===== src/rtl/mygo_chan_pkg.sv =====
// mygo_chan_pkg: shared types and constants for the mygo channel runtime blocks
package mygo_chan_pkg;
  localparam int MYGO_CHAN_WIDTH = 32;
  typedef enum logic [2:0] {
    INIT  = 3'd0,
    CHECK = 3'd1,
    RECV  = 3'd2,
    SEND  = 3'd3,
    DONE  = 3'd4
  } cons_state_t;
endpackage


===== src/rtl/mygo_chan_sum_consumer.sv =====
// mygo_chan_sum_consumer: reads COUNT words from a valid/ready channel and sends their wrapping sum once
module mygo_chan_sum_consumer
  import mygo_chan_pkg::*;
#(
  parameter int          WIDTH  = MYGO_CHAN_WIDTH,
  parameter int unsigned COUNT  = 4,
  parameter bit          REPEAT = 1'b0
) (
  input  logic             clk,
  input  logic             rst,
  input  logic [WIDTH-1:0] in_data,
  input  logic             in_valid,
  output logic             in_ready,
  output logic [WIDTH-1:0] out_data,
  output logic             out_valid,
  input  logic             out_ready,
  output logic             done
);
  cons_state_t      state, state_nx;
  logic [WIDTH-1:0] sum;
  logic [31:0]      idx;
  logic             take;
  assign take = (state == RECV) && in_valid;
  // next-state decode; unrecognised encodings fall back to INIT
  always_comb begin
    state_nx = INIT;
    case (state)
      INIT:    state_nx = CHECK;
      CHECK:   state_nx = (idx < COUNT) ? RECV : SEND;
      RECV:    state_nx = in_valid ? CHECK : RECV;
      SEND:    state_nx = out_ready ? (REPEAT ? INIT : DONE) : SEND;
      DONE:    state_nx = DONE;
      default: state_nx = INIT;
    endcase
  end
  // state register, wrapping accumulator and accepted-word index
  always_ff @(posedge clk or posedge rst) begin
    if (rst) begin
      state <= INIT;
      sum   <= '0;
      idx   <= '0;
    end else begin
      state <= state_nx;
      sum   <= (state == INIT) ? '0 : take ? sum + in_data : sum;
      idx   <= (state == INIT) ? '0 : take ? idx + 32'd1 : idx;
    end
  end
  assign in_ready  = state == RECV;
  assign out_valid = state == SEND;
  assign done      = state == DONE;
  assign out_data  = sum;
endmodule

===== config.mk =====
export PLATFORM = sky130hd
export DESIGN_NAME = mygo_chan_sum_consumer
export DESIGN_NICKNAME = d
export VERILOG_FILES = /design/src/rtl/mygo_chan_pkg.sv /design/src/rtl/mygo_chan_sum_consumer.sv
export SDC_FILE = /design/constraint.sdc
export NUM_CORES = 1
export LEC_CHECK = 0
export BUFFER_PORTS_ARGS = -buffer_cell sky130_fd_sc_hd__buf_2
export CAP_MARGIN = 20
export CORE_MARGIN = 10
export CORE_UTILIZATION = 28
export DETAILED_ROUTE_END_ITERATION = 8
export HOLD_SLACK_MARGIN = 0.15
export PLACE_DENSITY = 0.54
export SYNTH_ARGS = -nofsm -noshare
export SYNTH_HDL_FRONTEND = slang
export SYNTH_SLANG_ARGS = --single-unit

===== constraint.sdc =====
create_clock -name clk -period 4.8 [get_ports clk]
set_input_delay 0.96 -clock clk [delete_from_list [all_inputs] [get_ports clk]]
set_output_delay 0.96 -clock clk [all_outputs]
set_load 0.05 [all_outputs]

==> reports/metrics.yaml, run 1 <==
outcome:
  status: "completed"
logic_synthesis:
  synth_common_cells: "67 x dfrtp_1, 66 x nand2_1, 43 x nor2_1, 33 x a21oi_1, 33 x xor2_1"
  syn_area_um2: 4600
  postSynthAreaPerCell_um2: 8.83
  async_flop_share: 1.00
  ys_seq_area_frac: 0.364
  yosys_warnings: 0
  ys_seq_elements: 67
  yosysMostFrequentCell: "dfrtp_1"
  yosysUniqueCellTypes: 62
  syn_nets: 590
  synth_top_area_frac: 0.364
  ys.flop_type: "dfrtp_1"
  yosysTopAreaCell: "dfrtp_1"
  synth-edff-count: 0
  synthCells: 521
  synthTopCellsByArea: "dfrtp_1 36%, ha_1 8.7%, xor2_1 6.3%"
sta:
  slew_viol_final: 0
  fin_crit_ns: 3.23
  fin_tns_setup_ns: 0
  fin_crit_sh: 0.673
  relSlewSlack: 0.538
  tightest_slew_ns: 0.690
  finalHoldViolCount: 0
  setup_viol: 0
  rsz0062_at_grt: "false"
  fmax_mhz: 309
  fin_worst_skew_ns: 0.00620
placed_design:
  place.gp.congestion: 0.829
  portBuffers: 70
  dp.final_hpwl_um: 9520
routing:
  routedWlPerCell_um: 15.4
  drt_iter0_markers: 250
  drc_errors: 0
  ant_nets: 0
  drt_first_pass_iters: 4
  vias: 4069
  routed_wl_um: 12500
  vias_per_cell: 5.00
final_layout:
  final_nets: 663
  drive_gt1_frac: 0.191
  areaGrowthSynthToFinish_pct: 20.1
  n_antenna_cell: 0
floorplan:
  placementRows: 46
  start_util: 0.288
  die_h_um: 148
  io-pin-count: 71
  die_w_um: 148
  fp.dieArea_um2: 22000
  core_area_um2: 16000
clock_tree:
  cts_resized: 0
  cts_root_buf: "clkbuf_16"
  holdBufCountCts: 0
  clockBufferDepth: 2
  post-cts-setup-buffers: 0
  htreeDepth: 3
  cts_tree: "done"
  clock_sinks: 67
  clk_pin_slew_worst_paths_ns: 0.06
  cts_made_buffers: 9
  clock_latency_ns: 0.34
worst_setup_path:
  crit_path_start: "in_data[0]"
  crit_type: "in -> reg"
  r2r_cells: 11
  rr_endpoint: "out_data[28]"
  crit_path_max_fanout: 4
  crit_arrival_ns: 3.49
  critPathLaunchType: "input pin"
  worst_setup_path_end_kind: "flop"
  crit_end: "out_data[28]"
  ff2ff_setup_slack_ns: 1.87
  reg2reg_from: "out_data[0]"
  critPathRequiredTime_ns: 5.06
global_route:
  grt_max_degree: 51
  grt.total_usage: 0.117
  grt.overflow.total: 0
  grt_first_pass_wirelength_um: 21000
  antenna_found_initial: 0
  grt_pass1_vias: 4078
power_and_ir_drop:
  power_frac_seq: 0.259
  sw_frac_of_total: 0.472
  powerDensity_nw_per_um2: 539
  p_switching_mw: 1.40
  p_total_mw: 2.98
  power.share.clock: 0.229
  p_int_mw: 1.57
  leakagePower_nw: 2.61
  comb_power_share: 0.512
  ir_drop_mv: 0.198
run:
  maxCapViolations: 0
worst_hold_path:
  min_path_type: "reg -> reg"
[power groups by stage]
stage | clock (mW) | sequential, mW | combinational [mW]
5_1_grt | 0.724 | 0.792 | 1.67
2_1_floorplan | 0 | 1.02 | 0.899
6_report | 0.682 | 0.773 | 1.52
4_1_cts | 0.700 | 0.775 | 1.52
3_3_place_gp | 0 | 0.780 | 1.51
3_5_place_dp | 0 | 0.782 | 1.52
[how the worst min path moves through the flow]
stage                     endpoint  slack, ns     start  cells after the start
final                     state[1]       0.50  state[2]                      1
after global routing      state[1]       0.53  state[2]                      1
after CTS                 state[1]       0.49  state[2]                      1
after detailed placement  state[1]       0.49  state[2]                      1
after global placement    state[1]       0.47  state[2]                      1
after floorplan           state[1]       0.46  state[2]                      1
[layout make-up]
| type | count | area [um^2] |
|---|---|---|
| multi-input combinational | 423 | 2800 |
| clock buffer | 11 | 253 |
| inverter | 16 | 60.1 |
| tap | 216 | 270 |
| clock inverter | 4 | 50.0 |
| fill | 1721 | 10500 |
| sequential | 67 | 1680 |
| timing repair buffer | 77 | 423 |
[layout by cell type, fill, tap and decap left out, types with 3 or more instances in the layout]
master,n
a41oi_1,5
nor3_1,10
nor4_1,7
nor3b_1,3
nor4_2,4
nor2b_1,4
o21ai_1,21
a211oi_1,4
inv_2,3
xnor2_1,20
inv_1,13
xor2_1,33
ha_1,32
buf_4,5
nand3_1,18
nor2_1,43
or3_1,6
a22o_1,4
clkbuf_16,9
nand2_1,66
a21o_1,14
a31oi_1,6
and3_1,9
nand4_1,9
buf_2,70
o21bai_1,4
dfrtp_1,67
o21ai_0,27
a21oi_1,33
[critical path, stage by stage]
cell,delay [ns]
buf_2,0.08
ha_1,0.19
inv_1,0.07
fa_1,0.40
nor2b_1,0.12
o21ai_1,0.08
a21oi_1,0.30
a21oi_1,0.18
a211oi_1,0.57
a41oi_1,0.24
xor2_1,0.18
o21ai_1,0.13
[kinds of logic after synthesis]
kind of cell,synth area share
buffers and inverters,0.0283
muxes,0.00435
adders and majority gates,0.0914
AOI/OAI and AO/OA,0.198
xor gates and xnor gates,0.101
DFF,0.364
and+or+nand+nor,0.213
[sequential cells by signal, summed over array words and instances, names as in the netlist]
register	cells
state	3
out_data	32
idx	32
[per-stage QoR]
step	utilization	hold WS, ns	setup WS (ns)	cell area [um^2]	cells
after floorplan	-	0.462	1.74	4600	521
after CTS	0.343	0.486	1.61	5490	812
after detailed placement	0.324	0.486	1.24	5190	797
final	0.345	0.499	1.57	5530	814
after global placement	0.324	0.475	1.35	5190	797
after global routing	0.345	0.534	1.34	5530	814
[per-layer routing]
metal  vias to the layer above  wire [um]  global-route usage
li1                       2028          -                   -
met1                      1962       6260               0.157
met2                        70       5570               0.179
met3                         9        543              0.0282
met4                         0        147              0.0372
met5                         -          0                   0
(Power assumes the default switching activity.)
==> run 2, diff against run 1 <==
- PLACE_DENSITY: 0.54 -> 0.56
- clock period: 4.8 -> 2.9 ns (I/O delays scaled with it)
==> run 2 against run 1 <==
Effect of this change: critical path depth fell by 2; setup slack worse by 1.4 ns; largest power group unchanged; sequential power up 67%; utilization rose by 0.62 points; global-route usage is 0.30 points higher; routed wire length grew 1.9%; register-to-register slack got worse by 1.7 ns; non-clock buffer count increased by 21; clock skew about the same; sequential cell count is the same; hold slack gained 0.010 ns; power rose by 65%.
==> reports/metrics.yaml, run 2 (same netlist as run 1, synthesis figures left out) <==
outcome:
  status: "completed"  # unchanged
clock_tree:
  clock_sinks: 67  # unchanged
  post-cts-setup-buffers: 0  # unchanged
  cts_made_buffers: 9  # unchanged
  clockBufferDepth: 2  # unchanged
  cts_root_buf: "clkbuf_16"  # unchanged
  holdBufCountCts: 0  # unchanged
  htreeDepth: 3  # unchanged
  clk_pin_slew_worst_paths_ns: 0.05  # was 0.06 ns
  cts_tree: "done"  # unchanged
  clock_latency_ns: 0.34  # about the same
routing:
  vias: 4191  # was 4,069
  routedWlPerCell_um: 15.3  # was 15.4 um
  vias_per_cell: 5.02  # was 5.00
  drc_errors: 0  # unchanged
  routed_wl_um: 12800  # was 12,500 um
  drt_first_pass_iters: 5  # was 4
  ant_nets: 0  # unchanged
  drt_iter0_markers: 226  # was 250
placed_design:
  portBuffers: 70  # unchanged
  dpl_cell_area_um2: 5360  # was 5190 um^2
  place.gp.congestion: 0.815  # was 0.829
  dp.final_hpwl_um: 9740  # was 9520 um
  dp_slack_ns: -0.0580  # was 1.24 ns
  placed_cells: 820  # was 797
worst_setup_path:
  crit_arrival_ns: 2.92  # was 3.49 ns
  worst_setup_path_end_kind: "flop"  # unchanged
  rr_endpoint: "out_data[30]"  # was out_data[28]
  reg2reg_from: "out_data[18]"  # was out_data[0]
  crit_path_max_fanout: 4  # unchanged
  path_buf_inv: 1  # was 2
  ff2ff_setup_slack_ns: 0.20  # was 1.87 ns
  cpMostUsedCell: "a211oi_1"
  crit_slowest_cell: "dfrtp_1"  # was a211oi_1
  crit_type: "reg -> reg"  # was in -> reg
  r2r_cells: 10  # was 11
  critPathLaunchType: "flop"  # was input pin
  path_cells: "ha_1 -> a21o_1 -> a211oi_1 -> o21bai_1 -> a2111oi_2 -> a211oi_1 -> buf_4 -> a221oi_1 -> xor2_1 -> o21ai_1"  # was buf_2 -> ha_1 -> inv_1 -> fa_1 -> nor2b_1 -> o21ai_1 -> a21oi_1 -> a21oi_1 -> a211oi_1 -> a41oi_1 -> xor2_1 -> o21ai_1
  crit_family: "compound AO/OA/AOI/OAI gates"  # unchanged
  cpPeakStageDelay_ns: 0.39  # was 0.57 ns
  critPathRequiredTime_ns: 3.12  # was 5.06 ns
final_layout:
  final_nets: 684  # was 663
  n_antenna_cell: 0  # unchanged
  final_common_cell: "buf_2"  # unchanged
  final_cells: 835  # was 814
  areaGrowthSynthToFinish_pct: 22.3  # was 20.1%
  n_fill_cell: 1662  # was 1,721
  drive_gt1_frac: 0.218  # was 0.191
  design_area_um2: 5630  # was 5530 um^2
  layout_common_cells: "70 x buf_2, 67 x dfrtp_1, 66 x nand2_1"  # unchanged
sta:
  fin_worst_skew_ns: 0.00631  # was 0.00620 ns
  fin_crit_sh: 0.930
  setup_viol: 0  # unchanged
  finalHoldViolCount: 0  # unchanged
  slew_viol_final: 0  # unchanged
  relSlewSlack: 0.423  # was 0.538
  fmax_mhz: 371
  tightest_slew_ns: 0.866  # was 0.690 ns
  finalWorstSetupSlack_ns: 0.202  # was 1.57 ns
  rsz0062_at_grt: "false"  # unchanged
  hold_slack_ns: 0.509  # was 0.499 ns
  fin_crit_ns: 2.70
floorplan:
  die_w_um: 148  # unchanged
  placementRows: 46  # unchanged
  fp.dieArea_um2: 22000  # unchanged
  io-pin-count: 71  # unchanged
  die_h_um: 148  # unchanged
  start_util: 0.288  # unchanged
  core_area_um2: 16000  # unchanged
global_route:
  grt_max_degree: 68  # was 51
  grt_pass1_vias: 4190  # was 4,078
  grt.overflow.total: 0  # unchanged
  grt_first_pass_wirelength_um: 21400  # was 21,000 um
  grt.total_usage: 0.120  # was 0.117
  antenna_found_initial: 1  # was 0
worst_hold_path:
  min_path_type: "in -> async"  # was reg -> reg
run:
  maxCapViolations: 0  # unchanged
power_and_ir_drop:
  ir_drop_mv: 0.350  # was 0.198 mV
  leakagePower_nw: 2.69  # was 2.61 nW
  powerDensity_nw_per_um2: 872  # was 539 nW/um^2
-- run 2: repair_timing --
item                                   4_1_cts  5_1_grt
setup endpoints to repair                    0        1
endpoints found under the hold margin        0        0
resized for setup                            0        1
-- run 2: through the flow --
| step | setup TNS (ns) | util | power, mW |
|---|---|---|---|
| finish | 0 | 0.352 | 4.91 |
| global route | 0 | 0.352 | 5.26 |
| CTS | 0 | 0.351 | 4.95 |
| detailed placement | -0.0580 | 0.335 | 3.94 |
| global placement | -0.0673 | 0.335 | 3.91 |
| floorplan | 0 | - | 3.18 |
-- run 2: how the worst max path moves through the flow --
stage | end | slack (ns) | start | cells past startpoint
final | out_data[30] | 0.20 | out_data[18] | 10
after global routing | out_data[30] | 0.04 | out_data[18] | 10
after CTS | out_data[30] | 0.21 | out_data[12] | 10
after detailed placement | out_data[30] | -0.06 | in_data[12] | 11
after global placement | out_data[30] | -0.07 | in_data[18] | 11
after floorplan | out_data[29] | 0.14 | out_data[3] | 9
-- run 2: layer usage --
metal	global-route usage	wire length, um	part of all wire	up-vias
met5	0	13	0.0010	-
met4	0.0486	235	0.018	2
met3	0.0246	674	0.053	14
met2	0.192	5870	0.46	100
met1	0.153	5960	0.47	1997
li1	-	-	-	2078
-- run 2: final cells by class --
cell class                      instances  area, um^2  share of cell area
Clock buffer                           10         229              0.0407
Clock inverter                          5        31.3             0.00556
Inverter                               16        60.1              0.0107
Multi-Input combinational cell        423        2800               0.497
Sequential cell                        67        1680               0.298
Tap cell                              216         270              0.0480
Timing Repair Buffer                   98         561              0.0996
-- run 2: worst min-delay path, stage by stage --
cell	delay, ns
buf_2	0.10
inv_2	0.03
buf_4	0.67
-- run 2: report_power, final --
part | switching [mW] | total [mW] | internal (mW)
logic | 1.75 | 2.64 | 0.886
clock network | 0.411 | 0.981 | 0.570
registers | 0.183 | 1.29 | 1.10
